### src/rtl/ifetch_unit_if.sv
// Fetch-stage bus bundle: instruction-memory read port, redirect/halt
// controls from execute, and the decoded-head handshake toward decode.
interface ifetch_unit_if;
    logic        imem_req;
    logic [31:0] imem_addr;
    logic        imem_ack;
    logic [31:0] imem_rdata;
    logic        redirect;
    logic [31:0] redirect_pc;
    logic        halt;
    logic        inst_valid;
    logic        inst_ready;
    logic [31:0] inst;
    logic [31:0] inst_pc;
    logic [5:0]  opcode;
    logic [5:0]  func;

    // Fetch unit side
    modport master (
        output imem_req, imem_addr,
        input  imem_ack, imem_rdata,
        input  redirect, redirect_pc, halt,
        output inst_valid, inst, inst_pc, opcode, func,
        input  inst_ready
    );

    // Memory / control / decode side
    modport slave (
        input  imem_req, imem_addr,
        output imem_ack, imem_rdata,
        output redirect, redirect_pc, halt,
        input  inst_valid, inst, inst_pc, opcode, func,
        output inst_ready
    );
endinterface

### src/rtl/ifetch_unit.sv
// Instruction fetch: owns the PC, keeps one word read in flight, buffers
// returned words in a shift-register FIFO whose entry 0 is the decode head.
module ifetch_unit #(
    parameter logic [31:0] RESET_PC = 32'h0000_0000,
    parameter int unsigned DEPTH    = 2
) (
    input logic           clk,
    input logic           rst_b,
    ifetch_unit_if.master bus
);
    localparam int unsigned CW = $clog2(DEPTH + 1);

    typedef struct packed {
        logic [31:0] word;
        logic [31:0] pc;
    } entry_t;

    entry_t          fifo_q [DEPTH];
    entry_t          fifo_d [DEPTH];
    logic [CW-1:0]   count_q, count_d;
    logic [31:0]     fetch_pc_q, fetch_pc_d;
    logic [31:0]     addr_q, addr_d;
    logic            busy_q, busy_d;
    logic            drop_q, drop_d;
    logic            valid_q, valid_d;

    logic            pop, ack, push, issue;
    logic [CW-1:0]   count_mid, count_after;

    // Next-state: FIFO shift/push, PC advance, issue with response credit, redirect flush
    always_comb begin
        pop         = valid_q && bus.inst_ready;
        ack         = busy_q && bus.imem_ack;
        push        = ack && !drop_q && !bus.redirect;
        count_mid   = count_q - CW'(pop);
        count_after = count_mid + CW'(push);

        for (int i = 0; i < int'(DEPTH); i++) begin
            fifo_d[i] = fifo_q[i];
        end
        if (pop) begin
            for (int i = 0; i < int'(DEPTH) - 1; i++) begin
                fifo_d[i] = fifo_q[i + 1];
            end
        end
        for (int i = 0; i < int'(DEPTH); i++) begin
            if (push && (CW'(i) == count_mid)) begin
                fifo_d[i] = '{word: bus.imem_rdata, pc: addr_q};
            end
        end

        fetch_pc_d = push ? (addr_q + 32'd4) : fetch_pc_q;
        if (bus.redirect) begin
            fetch_pc_d = {bus.redirect_pc[31:2], 2'b00};
        end

        // A dropped ack frees the port but the restart waits one edge
        issue = (!busy_q || (bus.imem_ack && !drop_q)) && !bus.halt && !bus.redirect
                && (count_after < CW'(DEPTH));

        addr_d = issue ? fetch_pc_d : addr_q;

        busy_d = busy_q;
        if (issue) begin
            busy_d = 1'b1;
        end else if (ack) begin
            busy_d = 1'b0;
        end

        drop_d = drop_q;
        if (ack) begin
            drop_d = 1'b0;
        end else if (bus.redirect && busy_q) begin
            drop_d = 1'b1;
        end

        count_d = bus.redirect ? '0 : count_after;
        valid_d = !bus.redirect && (count_after != '0);
    end

    // State registers
    always_ff @(posedge clk or negedge rst_b) begin
        if (!rst_b) begin
            for (int i = 0; i < int'(DEPTH); i++) begin
                fifo_q[i] <= '0;
            end
            count_q    <= '0;
            fetch_pc_q <= RESET_PC;
            addr_q     <= RESET_PC;
            busy_q     <= 1'b0;
            drop_q     <= 1'b0;
            valid_q    <= 1'b0;
        end else begin
            for (int i = 0; i < int'(DEPTH); i++) begin
                fifo_q[i] <= fifo_d[i];
            end
            count_q    <= count_d;
            fetch_pc_q <= fetch_pc_d;
            addr_q     <= addr_d;
            busy_q     <= busy_d;
            drop_q     <= drop_d;
            valid_q    <= valid_d;
        end
    end

    assign bus.imem_req   = busy_q;
    assign bus.imem_addr  = addr_q;
    assign bus.inst_valid = valid_q;
    assign bus.inst       = fifo_q[0].word;
    assign bus.inst_pc    = fifo_q[0].pc;
    assign bus.opcode     = fifo_q[0].word[31:26];
    assign bus.func       = fifo_q[0].word[5:0];
endmodule

### src/flat_wrapper.sv
// flat-port wrapper written by rule: the top's interface ports become plain ports
module ifetch_unit_flat 
#(
    parameter logic [31:0] RESET_PC = 32'h0000_0000,
    parameter int unsigned DEPTH    = 2
)
  (clk, rst_b, bus_imem_req, bus_imem_addr, bus_imem_ack, bus_imem_rdata, bus_redirect, bus_redirect_pc, bus_halt, bus_inst_valid, bus_inst, bus_inst_pc, bus_opcode, bus_func, bus_inst_ready);
  ifetch_unit_if bus_i ();
  input logic clk;
  input logic rst_b;
  output wire logic [$bits(bus_i.imem_req)-1:0] bus_imem_req;
  output wire logic [$bits(bus_i.imem_addr)-1:0] bus_imem_addr;
  input wire logic [$bits(bus_i.imem_ack)-1:0] bus_imem_ack;
  input wire logic [$bits(bus_i.imem_rdata)-1:0] bus_imem_rdata;
  input wire logic [$bits(bus_i.redirect)-1:0] bus_redirect;
  input wire logic [$bits(bus_i.redirect_pc)-1:0] bus_redirect_pc;
  input wire logic [$bits(bus_i.halt)-1:0] bus_halt;
  output wire logic [$bits(bus_i.inst_valid)-1:0] bus_inst_valid;
  output wire logic [$bits(bus_i.inst)-1:0] bus_inst;
  output wire logic [$bits(bus_i.inst_pc)-1:0] bus_inst_pc;
  output wire logic [$bits(bus_i.opcode)-1:0] bus_opcode;
  output wire logic [$bits(bus_i.func)-1:0] bus_func;
  input wire logic [$bits(bus_i.inst_ready)-1:0] bus_inst_ready;
  assign bus_imem_req = bus_i.imem_req;
  assign bus_imem_addr = bus_i.imem_addr;
  assign bus_i.imem_ack = bus_imem_ack;
  assign bus_i.imem_rdata = bus_imem_rdata;
  assign bus_i.redirect = bus_redirect;
  assign bus_i.redirect_pc = bus_redirect_pc;
  assign bus_i.halt = bus_halt;
  assign bus_inst_valid = bus_i.inst_valid;
  assign bus_inst = bus_i.inst;
  assign bus_inst_pc = bus_i.inst_pc;
  assign bus_opcode = bus_i.opcode;
  assign bus_func = bus_i.func;
  assign bus_i.inst_ready = bus_inst_ready;
  ifetch_unit #(.RESET_PC(RESET_PC), .DEPTH(DEPTH)) u_core (.clk(clk), .rst_b(rst_b), .bus(bus_i));
endmodule
### config.mk
export PLATFORM = sky130hd
export DESIGN_NAME = ifetch_unit_flat
export DESIGN_NICKNAME = d
export VERILOG_FILES = /design/src/rtl/ifetch_unit_if.sv /design/src/rtl/ifetch_unit.sv /design/src/flat_wrapper.sv
export SDC_FILE = /design/constraint.sdc
export NUM_CORES = 1
export LEC_CHECK = 0
export ABC_AREA = 1
export CAP_MARGIN = 20
export CORE_MARGIN = 2
export CORE_UTILIZATION = 53
export DETAILED_ROUTE_END_ITERATION = 8
export PLACE_DENSITY = 0.81
export SLEW_MARGIN = 20
export SYNTH_ARGS = -nofsm -noshare
export SYNTH_HDL_FRONTEND = slang
export SYNTH_SLANG_ARGS = --single-unit
### constraint.sdc
create_clock -name clk -period 3 [get_ports clk]
set_input_delay 0.6 -clock clk [delete_from_list [all_inputs] [get_ports clk]]
set_output_delay 0.6 -clock clk [all_outputs]
set_load 0.005 [all_outputs]
Word level (Yosys, flattened, before mapping):

Index checks and enable logic that the tools add are counted.

* flip-flop bits (word level): 197
* output and inout bits: 110
* word-level logic and storage cells: 46

* $add $sub $neg: 3
* order comparisons: 1
* equal/unequal tests: 1
* muxes and demuxes: 9
* reduce and logical (&&, ||, !) cells: 22

Operators with widths (count)
* two-way mux 64 bit: 2
* two-way mux 32 bit: 2
* adder 32 x 3 -> 32 bit, second input constant: 1
* logical AND 1 bit: 12
* nonzero test 2 bit: 4
* zero test 1 bit: 4
* two-way mux 1 bit: 4
* adder 2 x 1 -> 2 bit: 1
* == test 1 x 2 -> 1 bit, first input constant: 1
* zero test 2 bit: 1
* less-than comparator 2 bit, second input constant: 1
* two-way mux 2 bit: 1
* subtractor 2 x 1 -> 2 bit: 1
* logical OR 1 bit: 1

Longest topological paths before layout:

* word-level depth: 7
* depth in mapped cells: 14
* gate-level depth less buffers: 12

Least setup slack after synthesis:

OpenSTA, ideal clock, no wires.

* path type: in2reg
* start point: input bus_inst_ready
* end point: register u_core.addr_q[6] (netlist: u_core.bus.imem_addr[6])
* data arrival time: 2.214 ns
* data required time: 2.867 ns
* slack: 0.653 ns
* stages on the path: 12
* buffers on the path: 2
* path through: nand2_1 -> inv_1 -> clkbuf_1 -> ha_1 -> inv_1 -> ha_1 -> xnor2_1 -> inv_1 -> nand2_1 -> inv_1 -> clkbuf_1 -> o21ai_0

* cells in the longest elaborated chain, start to end: 5

Ends and longest elaborated chain
* from (decl): line flat_wrapper.sv:23 `input wire logic [$bits(bus_i.inst_ready)-1:0] bus_inst_ready;`
* logical AND 1 bit: line ifetch_unit.sv:32 `pop = valid_q && bus.inst_ready;`
* subtractor 2 x 1 -> 2 bit: line ifetch_unit.sv:35 `count_mid = count_q - CW'(pop);`
* adder 2 x 1 -> 2 bit: line ifetch_unit.sv:36 `count_after = count_mid + CW'(push);`
* less-than comparator 2 bit: line ifetch_unit.sv:59 `&& (count_after < CW'(DEPTH));`
* logical AND 1 bit: line ifetch_unit.sv:59
* to (signal assigned): line ifetch_unit.sv:99 `addr_q <= addr_d;`
* to (decl): line ifetch_unit.sv:22 `logic [31:0] addr_q, addr_d;`

No other way between the ends.
A chain may end at the register's enable or synchronous reset.

Worst setup path after layout:

* start point: input bus_inst_ready
* end point: register u_core.addr_q[1] (netlist: u_core.bus.imem_addr[1])

Same word-level chain as after synthesis.

==> flow_metrics.env <==
export IMPL_power_clock_fraction_pct=22.8
export IMPL_crit_path_end_kind="register"
export IMPL_clock_insertion_delay_worst_skew_ps=430
export IMPL_wire_per_inst_um=16.08
export IMPL_die_height_um=137.8
export IMPL_multiInputGateArea_mm2=0.003423
export IMPL_layout_skew_ps=10.31
export IMPL_tritoncts_clock_tree="done"
export IMPL_port_buffer_count=177
export IMPL_globalplace_congestion=0.8962
export IMPL_yosysMostFrequentCell="nand2_1"
export IMPL_instances_no_fill=1451
export IMPL_cp_top_family="buffers and inverters"
export IMPL_synthCells=1142
export IMPL_synth_common_cells="nand2_1, dfrtp_1, nand3_1"
export IMPL_synth_top_cells_by_area="dfrtp_1, nand2_1, nand3_1"
export IMPL_critPathArrivalTime_ps=2650
export IMPL_synthDominantAreaCellType="dfrtp_1"
export IMPL_grtUsageMet2_pct=39.41
export IMPL_grt_pass1_wl_um=37590
export IMPL_worstSetupPathType="in -> reg"
export IMPL_synth_yosys_seq_area_share_pct=51.96
export IMPL_core_area_mm2=0.01742
export IMPL_start_util_pct=54.48
export IMPL_fill_cells=1436
export IMPL_grt_setup_unrepaired="no"
export IMPL_final_min_period_over_clock_period_pct=76.96
export IMPL_combinational_share_of_power_pct=35.1
export IMPL_utilization_pct=66.49
export IMPL_synth_cell_types=23
export IMPL_timing_critical_path_required_ps=3340
export IMPL_grt_met1_usage_pct=36.85
export IMPL_timing_final_max_slew_violations=0
export IMPL_summed_area_of_non_filler_cells_in_the_final_layout_mm2=0.01158
export IMPL_layout_nets=1286
export IMPL_drtPass1Iterations=5
export IMPL_place_detailed_instances=1419
export IMPL_path_buf_inv=6
export IMPL_power_density_mw_per_mm2=902.1
export IMPL_crit_path_frequent_cell="inv_1"
export IMPL_cell_chain_critical_path="clkdlybuf4s50_1 > nand2_2 > inv_2 > ha_1 > inv_1 > ha_1 > xnor2_1 > inv_1 > nand2_1 > inv_1 > buf_12 > nand2_1 > o21ai_0"
export IMPL_global_route_overflow_total=0
export IMPL_switching_share_pct=34.03
export IMPL_ys_warnings_count=0
export IMPL_ff_latch_area_mm2=0.004930
export IMPL_fp_dieW_um=137.8
export IMPL_area_growth_synth_to_final_pct=22.06
export IMPL_switching_power_w=0.003555
export IMPL_power_internal_w=0.006892
export IMPL_ctsLongestPathBuffers=2
export IMPL_status="complete, no violations"
export IMPL_antenna_violations_before_repair=0
export IMPL_detailed_place_area_mm2=0.01096
export IMPL_timing_max_slew_rel_slack_pct=49.41
export IMPL_syn_area_mm2=0.009488
export IMPL_post_layout_minimum_cycle_time_ps=2309
export IMPL_setup_tns_ps=0
export IMPL_cts_resized=0
export IMPL_report_final_hold_viol_count=0
export IMPL_setup_viol=0
export IMPL_hold_path_class="in -> async"
export IMPL_floorplan_rows=48
export IMPL_first_global_vias=7546
export IMPL_power_static_leakage_nw=5.137
export IMPL_drt_iter0_drc=564
export IMPL_postSynthNetCount=1215
export IMPL_vias=8084
export IMPL_overall_fraction_of_global_route_tracks_in_use_pct=25.39
export IMPL_cp_max_fo=50
export IMPL_cts_root_buffer="clkbuf_16"
export IMPL_share_of_layout_cells_above_drive_strength_1_pct=4.812
export IMPL_cts_num_sinks=197
export IMPL_drv_max_cap_violation_count=0
export IMPL_ant_nets=0
export IMPL_timing_critical_path_slowest_cell_delay_ps=420
export IMPL_post_route_drc_count=0
export IMPL_cts_repair_timing_setup_buffer_count=0
export IMPL_setup_crit_start_kind="input pin"
export IMPL_grt_start_max_net_pins=103
export IMPL_worst_margin_slew_ps=758.9
export IMPL_synth_area_per_cell_um2=8.308
export IMPL_irDropWorstVdd_v=0.0005113
export IMPL_synth_seq_cells=197
export IMPL_holdBufCountCts=0
export IMPL_cts_htree_levels=4
export IMPL_insertedDiodeCount=0
export IMPL_wl_um=23330
export IMPL_synthFlopType="dfrtp_1"
export IMPL_clk_pin_slew_ps=70
export IMPL_viasPerCell=5.571
export IMPL_grt_most_used_layer="met2"
export IMPL_async_flop_share_pct=100.0
export IMPL_dieArea_mm2=0.01899
export IMPL_slowest_stage="clkdlybuf4s50_1"
export IMPL_synthDominantCellAreaShare_pct=51.96
export IMPL_number_of_enable_flip_flop_cells_after_synthesis=0
export IMPL_dp_hpwl_um=15800
export IMPL_power_frac_seq_pct=42.1
export IMPL_numCtsBuffers=17
export IMPL_design_power_total_w=0.01045
export IMPL_grt_util_met3_pct=3.348
export IMPL_ioPinCount=180
export IMPL_max_freq_mhz=433.1
through the flow:
step,hold WS (ps),worst slack [ps]
finish,146.0,691.1
global route,197.5,512.5
CTS,182.7,708.2
detailed placement,479.0,269.4
global placement,471.8,327.9
floorplan,304.4,652.7
power by group through the flow:
stage / Sequential (W) / Clock, W / Combinational (W)
final: 0.00440 / 0.00238 / 0.00367
after global routing: 0.00451 / 0.00252 / 0.00411
after CTS: 0.00438 / 0.00241 / 0.00370
after detailed placement: 0.00443 / 0 / 0.00367
after global placement: 0.00437 / 0 / 0.00356
after floorplan: 0.00423 / 0 / 0.00231
cells in the final DEF, fill, tap and decap left out, drive strengths merged:
cell,Yosys,final
ha,3,3
o31ai,1,1
a21oi,8,8
clkinv,1,5
xor2,4,4
xnor2,1,1
or2,2,2
inv,82,84
buf,102,19
clkbuf,42,22
nor3,7,7
nand2,288,288
a21boi,1,1
clkdlybuf4s50,0,176
bufinv,0,3
dfrtp,197,197
nand3,178,178
clkinvlp,0,2
nor2,54,54
o211ai,68,68
o21ai,103,103
registers in the layout, summed over array words and instances (netlist names):
signal and flops:
u_core.bus.imem_addr 32, u_core.bus.imem_req 1, u_core.bus.inst 32, u_core.bus.inst_pc 32, u_core.bus.inst_valid 1, u_core.count_q 2, u_core.drop_q 1, u_core.fetch_pc_q 32
u_core.fifo_q 64
final cells by class:
class	instances	area share, %
tap	225	2.431
sequential	197	42.57
clock buffer	21	4.062
multi-input combinational	718	29.56
inverter	83	2.690
timing repair buffer	196	17.43
clock inverter	11	1.264
logic make-up after synthesis:
| group | Yosys count | share of synthesized area (%) |
|---|---|---|
| AND/OR/NAND/NOR | 529 | 23.54 |
| buffers and inverters | 227 | 12.25 |
| flip-flops | 197 | 51.96 |
| AO/OA/AOI/OAI | 181 | 11.39 |
| XOR/XNOR | 5 | 0.4615 |
| adder cells (fa/ha/maj) | 3 | 0.3957 |
layer usage:
metal,wire [um],share of wire [%]
met3,1641,7.0
met1,10360,44
met2,10760,46
met5,0,0
met4,565,2.4
path summary, 6_finish.rpt:
kind                                                      from                              endpoint  slack (ps)  cells after the start
max                                             bus_inst_ready   u_core.bus.imem_addr[1]$_DFFE_PN0P_         690                     13
max in group asynchronous                                rst_b    u_core.bus.inst_pc[18]$_DFFE_PN0P_        2060                      2
min reg2reg                      u_core.fifo_q[20]$_DFFE_PN0P_         u_core.fifo_q[20]$_DFFE_PN0P_         490                      2
min in group clk                 u_core.fifo_q[20]$_DFFE_PN0P_         u_core.fifo_q[20]$_DFFE_PN0P_         490                      2
min                                                      rst_b             u_core.drop_q$_DFFE_PN0P_         150                      1
max reg2reg                u_core.bus.imem_addr[3]$_DFFE_PN0P_  u_core.bus.imem_addr[12]$_DFFE_PN0P_         850                      9
Power figures use the tool's default switching activity.
